`src/rtl/tpu_job_sequencer.sv`:
```
// tpu_job_sequencer: host-side initiator for the convolution TPU core.
// Streams one job (kernel words, then matrix words) into the TPU. It then
// collects every TPU result into a small result FIFO and presents the FIFO
// as a valid/ready output stream.
module tpu_job_sequencer #(
  parameter int DATA_WIDTH = 16,
  parameter int MATRIX_DIM = 16,
  parameter int CONV_DIM   = 3,
  parameter int RES_DEPTH  = 4
) (
  input  logic                  clk,
  input  logic                  rst,
  input  logic                  start,
  input  logic [DATA_WIDTH-1:0] in_data,
  input  logic                  in_valid,
  output logic                  in_ready,
  output logic [DATA_WIDTH-1:0] out_data,
  output logic                  out_valid,
  input  logic                  out_ready,
  output logic                  busy,
  output logic                  job_done,
  output logic                  tpu_insert_kernal,
  output logic                  tpu_write_mode,
  output logic                  tpu_write,
  output logic                  tpu_ready,
  output logic [DATA_WIDTH-1:0] tpu_data_in,
  input  logic                  tpu_done,
  input  logic [DATA_WIDTH-1:0] tpu_data_out
);

  localparam int CW = $clog2(MATRIX_DIM * MATRIX_DIM) + 1;
  localparam int AW = $clog2(RES_DEPTH);

  localparam logic [CW-1:0] K_LAST   = CW'(CONV_DIM * CONV_DIM - 1);
  localparam logic [CW-1:0] M_LAST   = CW'(MATRIX_DIM * MATRIX_DIM - 1);
  localparam logic [CW-1:0] CNT_ZERO = {CW{1'b0}};
  localparam logic [CW-1:0] CNT_ONE  = CW'(1);
  localparam logic [AW-1:0] PTR_ZERO = {AW{1'b0}};
  localparam logic [AW-1:0] PTR_ONE  = AW'(1);
  localparam logic [AW:0]   OCC_ZERO = {(AW+1){1'b0}};
  localparam logic [AW:0]   OCC_ONE  = (AW+1)'(1);
  localparam logic [AW:0]   OCC_FULL = (AW+1)'(RES_DEPTH);

  typedef enum logic [2:0] {
    ST_IDLE    = 3'd0,
    ST_LOAD_K  = 3'd1,
    ST_LOAD_M  = 3'd2,
    ST_COMPUTE = 3'd3,
    ST_DRAIN   = 3'd4
  } state_t;

  state_t                state_r;
  logic [CW-1:0]         word_cnt_r;
  logic [CW-1:0]         res_cnt_r;
  logic                  job_done_r;
  logic [DATA_WIDTH-1:0] fifo_mem_r [RES_DEPTH];
  logic [AW-1:0]         wr_ptr_r;
  logic [AW-1:0]         rd_ptr_r;
  logic [AW:0]           occ_r;

  logic full_s;
  logic empty_s;
  logic push_s;
  logic pop_s;
  logic in_hs_s;
  logic drain_last_s;

  // Full/empty come only from registered occupancy, so out_ready never
  // reaches tpu_ready combinationally.
  assign full_s  = (occ_r == OCC_FULL);
  assign empty_s = (occ_r == OCC_ZERO);
  assign push_s  = (state_r == ST_COMPUTE) && tpu_done && !full_s;
  assign pop_s   = !empty_s && out_ready;
  assign in_hs_s = in_valid && in_ready;

  // Finish when the FIFO is empty now or is emptied by this cycle's pop.
  // job_done then shows in the cycle right after the last pop.
  assign drain_last_s = (occ_r == OCC_ZERO) || ((occ_r == OCC_ONE) && pop_s);

  assign out_data  = fifo_mem_r[rd_ptr_r];
  assign out_valid = !empty_s;
  assign busy      = (state_r != ST_IDLE);
  assign job_done  = job_done_r;

  // TPU control decode. Load-phase data and strobes pass through with zero latency.
  always_comb begin
    in_ready          = 1'b0;
    tpu_insert_kernal = 1'b0;
    tpu_write_mode    = 1'b1;
    tpu_write         = 1'b0;
    tpu_ready         = 1'b0;
    tpu_data_in       = {DATA_WIDTH{1'b0}};
    case (state_r)
      ST_LOAD_K: begin
        in_ready          = 1'b1;
        tpu_insert_kernal = 1'b1;
        tpu_write         = in_valid;
        tpu_ready         = in_valid;
        tpu_data_in       = in_data;
      end
      ST_LOAD_M: begin
        in_ready    = 1'b1;
        tpu_write   = in_valid;
        tpu_data_in = in_data;
      end
      ST_COMPUTE: begin
        tpu_write_mode = 1'b0;
        tpu_ready      = !full_s;
      end
      default: begin
        tpu_write_mode = 1'b1;
      end
    endcase
  end

  // Job sequencing FSM with the word and result counters.
  always_ff @(posedge clk) begin
    if (!rst) begin
      state_r    <= ST_IDLE;
      word_cnt_r <= CNT_ZERO;
      res_cnt_r  <= CNT_ZERO;
      job_done_r <= 1'b0;
    end else begin
      job_done_r <= 1'b0;
      case (state_r)
        ST_IDLE: begin
          // Hold off a new start during the job_done cycle itself.
          if (start && !job_done_r) begin
            state_r    <= ST_LOAD_K;
            word_cnt_r <= CNT_ZERO;
          end
        end
        ST_LOAD_K: begin
          if (in_hs_s) begin
            if (word_cnt_r == K_LAST) begin
              state_r    <= ST_LOAD_M;
              word_cnt_r <= CNT_ZERO;
            end else begin
              word_cnt_r <= word_cnt_r + CNT_ONE;
            end
          end
        end
        ST_LOAD_M: begin
          if (in_hs_s) begin
            if (word_cnt_r == M_LAST) begin
              state_r    <= ST_COMPUTE;
              word_cnt_r <= CNT_ZERO;
              res_cnt_r  <= CNT_ZERO;
            end else begin
              word_cnt_r <= word_cnt_r + CNT_ONE;
            end
          end
        end
        ST_COMPUTE: begin
          if (push_s) begin
            if (res_cnt_r == M_LAST) begin
              state_r   <= ST_DRAIN;
              res_cnt_r <= CNT_ZERO;
            end else begin
              res_cnt_r <= res_cnt_r + CNT_ONE;
            end
          end
        end
        ST_DRAIN: begin
          if (drain_last_s) begin
            state_r    <= ST_IDLE;
            job_done_r <= 1'b1;
          end
        end
        default: begin
          state_r <= ST_IDLE;
        end
      endcase
    end
  end

  // Result FIFO pointers and occupancy. A push and a pop in the same cycle leave occupancy unchanged.
  always_ff @(posedge clk) begin
    if (!rst) begin
      wr_ptr_r <= PTR_ZERO;
      rd_ptr_r <= PTR_ZERO;
      occ_r    <= OCC_ZERO;
    end else begin
      if (push_s) begin
        wr_ptr_r <= wr_ptr_r + PTR_ONE;
      end
      if (pop_s) begin
        rd_ptr_r <= rd_ptr_r + PTR_ONE;
      end
      occ_r <= occ_r + {{AW{1'b0}}, push_s} - {{AW{1'b0}}, pop_s};
    end
  end

  // Result FIFO storage; the entries need no reset because occupancy qualifies them.
  always_ff @(posedge clk) begin
    if (push_s) begin
      fifo_mem_r[wr_ptr_r] <= tpu_data_out;
    end
  end

endmodule

```
`config.mk`:
```
export PLATFORM = sky130hd
export DESIGN_NAME = tpu_job_sequencer
export DESIGN_NICKNAME = d
export VERILOG_FILES = /design/src/rtl/tpu_job_sequencer.sv
export SDC_FILE = /design/constraint.sdc
export NUM_CORES = 1
export LEC_CHECK = 0
export CAP_MARGIN = 20
export CORE_MARGIN = 2
export CORE_UTILIZATION = 42
export CTS_BUF_LIST = sky130_fd_sc_hd__clkbuf_2
export CTS_CLUSTER_DIAMETER = 120
export DETAILED_ROUTE_END_ITERATION = 12
export DONT_BUFFER_PORTS = 1
export PLACE_DENSITY = 0.58
export SLEW_MARGIN = 5
export SYNTH_ARGS = -nofsm -noshare
export SYNTH_HDL_FRONTEND = slang
export SYNTH_SLANG_ARGS = --single-unit
```
`constraint.sdc`:
```
create_clock -name clk -period 3.41 [get_ports clk]
set_clock_uncertainty 0.05 [all_clocks]
set_input_delay 0.5115 -clock clk [delete_from_list [all_inputs] [get_ports clk]]
set_output_delay 0.5115 -clock clk [all_outputs]
set_load 0.005 [all_outputs]
```
==> out/summary.txt <==
nets: 380
Initial DRC Count: 178
post-synth top area share: 0.4599
Final HPWL DP: 5057 µm
Slowest cell on crit path: dfxtp_1
die footprint: 10760 µm²
mapped cell area: 4179 µm²
P_leak: 1.548 nW
area added between synthesis and finish: 10.42%
max frequency: 0.3427 GHz
vias in the first global route: 2357
CP Cell Sequence: and3b_1 -> and3_1 -> inv_2 -> ha_1 -> inv_1 -> ha_1 -> inv_1 -> fa_1 -> xnor2_1 -> xnor2_1 -> and2_1
buffers and inverters on the worst path: 3
Hold Crit Class: in2reg
via count: 2428
Initial Util: 0.4295
GRT overflow: 0
antenna viol nets, final: 0
ant diodes: 0
max incr delay on CP: 0.62 ns
Chip Height: 103.8 µm
period utilization: 0.8557
filler cell count: 891
worst r2r src: state_r[0]$_SDFFE_PN0P_
utilization after layout: 0.4743
dpl ws: 0.5340 ns
Post-Synthesis Cells: 307
Reg clk slew, reported paths: 0.26 ns
Pre-antenna DRT Iters: 4
final setup fails: 0
worst slew pin tran: 0.8466 ns
root buf cell: clkbuf_2
Rel. slew slack: 0.4308
share of cells above drive strength 1: 0.1433
number of distinct library cells after synthesis: 51
Mean Syn Cell Area: 13.61 µm²
# rows: 36
top post-synthesis cells by area: edfxtp_1 46%, dfxtp_1 15%, mux4_2 8.6%
Register Area: 2542 µm²
Clock Latency Late Sink: 0.54 ns
CP required: 3.82 ns
power density over the cells: 564.6 nW/µm²
global-route wire length before repair: 12250 µm
RePlAce Congestion: 0.8422
status: finished clean
Vias/cell: 5.188
CP Launch Type: flip-flop
multi-input gate area in the final layout: 1528 µm²
chip width: 103.8 µm
hold path startpoint: rst
Synth Flop Type: edfxtp_1
WHS Path Cells: 1
TritonCTS buffer count: 9
crit path kind: reg2reg
largest net degree at the start of global routing: 22
# DRC: 0
final setup margin: 0.4919 ns
commonest non-fill, non-tap cell in the layout: edfxtp_1
initial antenna violation count: 0
RSZ-0062 raised after global routing: false
Hold Path Sink: rd_ptr_r[1]$_SDFFE_PN0P_
Synth Warn #: 0
VDD IR max: 0.0004271 V
CTS Sinks: 95
Post-synth EDFFs: 64
CP top delay family: simple AND/OR/NAND/NOR gates
maxcap violations: 0
# IOs: 78
Synth area leader: edfxtp_1
Routed wire per std cell: 16.83 µm
sequential share of the synthesized area: 0.6084
Final min period: 2.918 ns
CTS tree: done
RR Endpoint: occ_r[2]$_SDFF_PN0_
fin. max-slew vios: 0
Reg2Reg Depth: 11
CP max FO: 12
ys async rst share: 0
Max clock buf depth: 2
Crit path arrival time: 3.33 ns
GRT Total Usage: 0.1463
critical path capture point type: flip-flop
CORE AREA: 9729 µm²
H-Tree Level Count: 3
Worst R2R Setup Slack: 0.49 ns
Mapped Nets: 357
Hold Vio Cnt, Final: 0
flops & latches, synth: 95
number of port buffers: 0
# Post-CTS Setup Buffers: 0
commonest cells after routing, fill and taps aside: 64 x edfxtp_1, 31 x dfxtp_1, 28 x and2_1, 23 x nand2_1, 19 x dlygate4sd3_1
setup TNS: 0 ns
routed wire length: 7877 µm
==> cell usage after synthesis, types with 2 or more instances <==
cell type,number
edfxtp_1,64
dfxtp_1,31
and2_1,28
nand2_1,23
mux4_2,16
nor2_1,15
inv_1,12
ha_1,11
nand3_1,10
xnor2_1,7
buf_2,6
clkbuf_1,6
o21ai_0,5
xor2_1,5
a21boi_0,4
a21oi_1,4
mux2i_1,4
nand2b_1,4
nand4_1,4
nor2b_1,4
nor3b_1,3
o21ai_1,3
a31oi_1,2
and3b_1,2
and4_1,2
nor3_1,2
nor3_2,2
o211a_1,2
o31ai_1,2
or3_1,2
or4b_1,2
==> sequential cells by signal, summed over array words and instances, names as in the netlist, named ones only <==
| name | count |
|---|---|
| job_done | 1 |
| word_cnt_r | 9 |
| rd_ptr_r | 2 |
| fifo_mem_r | 64 |
| state_r | 3 |
| occ_r | 3 |
| wr_ptr_r | 2 |
| res_cnt_r | 9 |
==> what timing repair did <==
item,4_1_cts,5_1_grt
gates resized for setup,0,0
hold endpoints to repair,82,1
hold buffers,18,1
==> per-stage QoR <==
| stage | cells | power (mW) | hold WS [ns] | instance area, µm² |
|---|---|---|---|---|
| floorplan | 307 | 1.986 | 0.3820 | 4179 |
| global placement | 433 | 2.120 | 0.4046 | 4330 |
| detailed placement | 433 | 2.117 | 0.4125 | 4330 |
| CTS | 467 | 2.645 | 0.0006929 | 4604 |
| global route | 468 | 2.765 | 0.01278 | 4614 |
| finish | 468 | 2.605 | 0.06526 | 4614 |
==> worst reg2reg max path, cell delays in order, from the launching register on <==
cell and delay (ns):
dfxtp_1 0.62, and3b_1 0.36, and3_1 0.38, inv_2 0.11
ha_1 0.30, inv_1 0.06, ha_1 0.13, inv_1 0.04
fa_1 0.37, xnor2_1 0.15, xnor2_1 0.13, and2_1 0.15
==> cells by family after synthesis <==
group / Yosys count / synth area share
AND/OR/NAND/NOR: 109 / 0.1497
adder cells (fa/ha/maj): 12 / 0.03772
XOR/XNOR: 12 / 0.02515
buffers and inverters: 26 / 0.02605
AO/OA/AOI/OAI: 33 / 0.05719
flip-flops: 95 / 0.6084
multiplexers: 20 / 0.09581
==> power breakdown <==
part,leakage (nW),internal (mW),total (mW),switching [mW]
sequential,0.826,1.29,1.36,0.0696
clock,0.0684,0.107,0.492,0.384
combinational,0.654,0.356,0.759,0.403
total,1.55,1.75,2.61,0.857
==> how the worst max path moves through the flow <==
stage / start / endpoint / cells after the start
after floorplan: occ_r[1]$_SDFF_PN0_ / occ_r[2]$_SDFF_PN0_ / 12
after global placement: state_r[0]$_SDFFE_PN0P_ / occ_r[2]$_SDFF_PN0_ / 11
after detailed placement: state_r[0]$_SDFFE_PN0P_ / occ_r[2]$_SDFF_PN0_ / 11
after CTS: state_r[0]$_SDFFE_PN0P_ / occ_r[2]$_SDFF_PN0_ / 11
after global routing: state_r[0]$_SDFFE_PN0P_ / occ_r[2]$_SDFF_PN0_ / 11
final: state_r[0]$_SDFFE_PN0P_ / occ_r[2]$_SDFF_PN0_ / 11
==> layer usage <==
layer	vias to the layer above	wire, µm	track usage	part of all wire
met4	0	130	0.05792	0.017
met1	1170	3643	0.1935	0.46
met3	9	369	0.02895	0.047
met5	-	0	0	0
met2	77	3734	0.2384	0.47
li1	1172	-	-	-
==> cell type report <==
class / count / area share
clock buffers: 10 / 0.01085
clock inverters: 6 / 0.009490
inverters: 13 / 0.01057
multi-input cells: 186 / 0.3311
flip-flops and latches: 95 / 0.5510
well taps: 133 / 0.03606
repair buffers: 25 / 0.05098
Power figures use the tool's default switching activity.
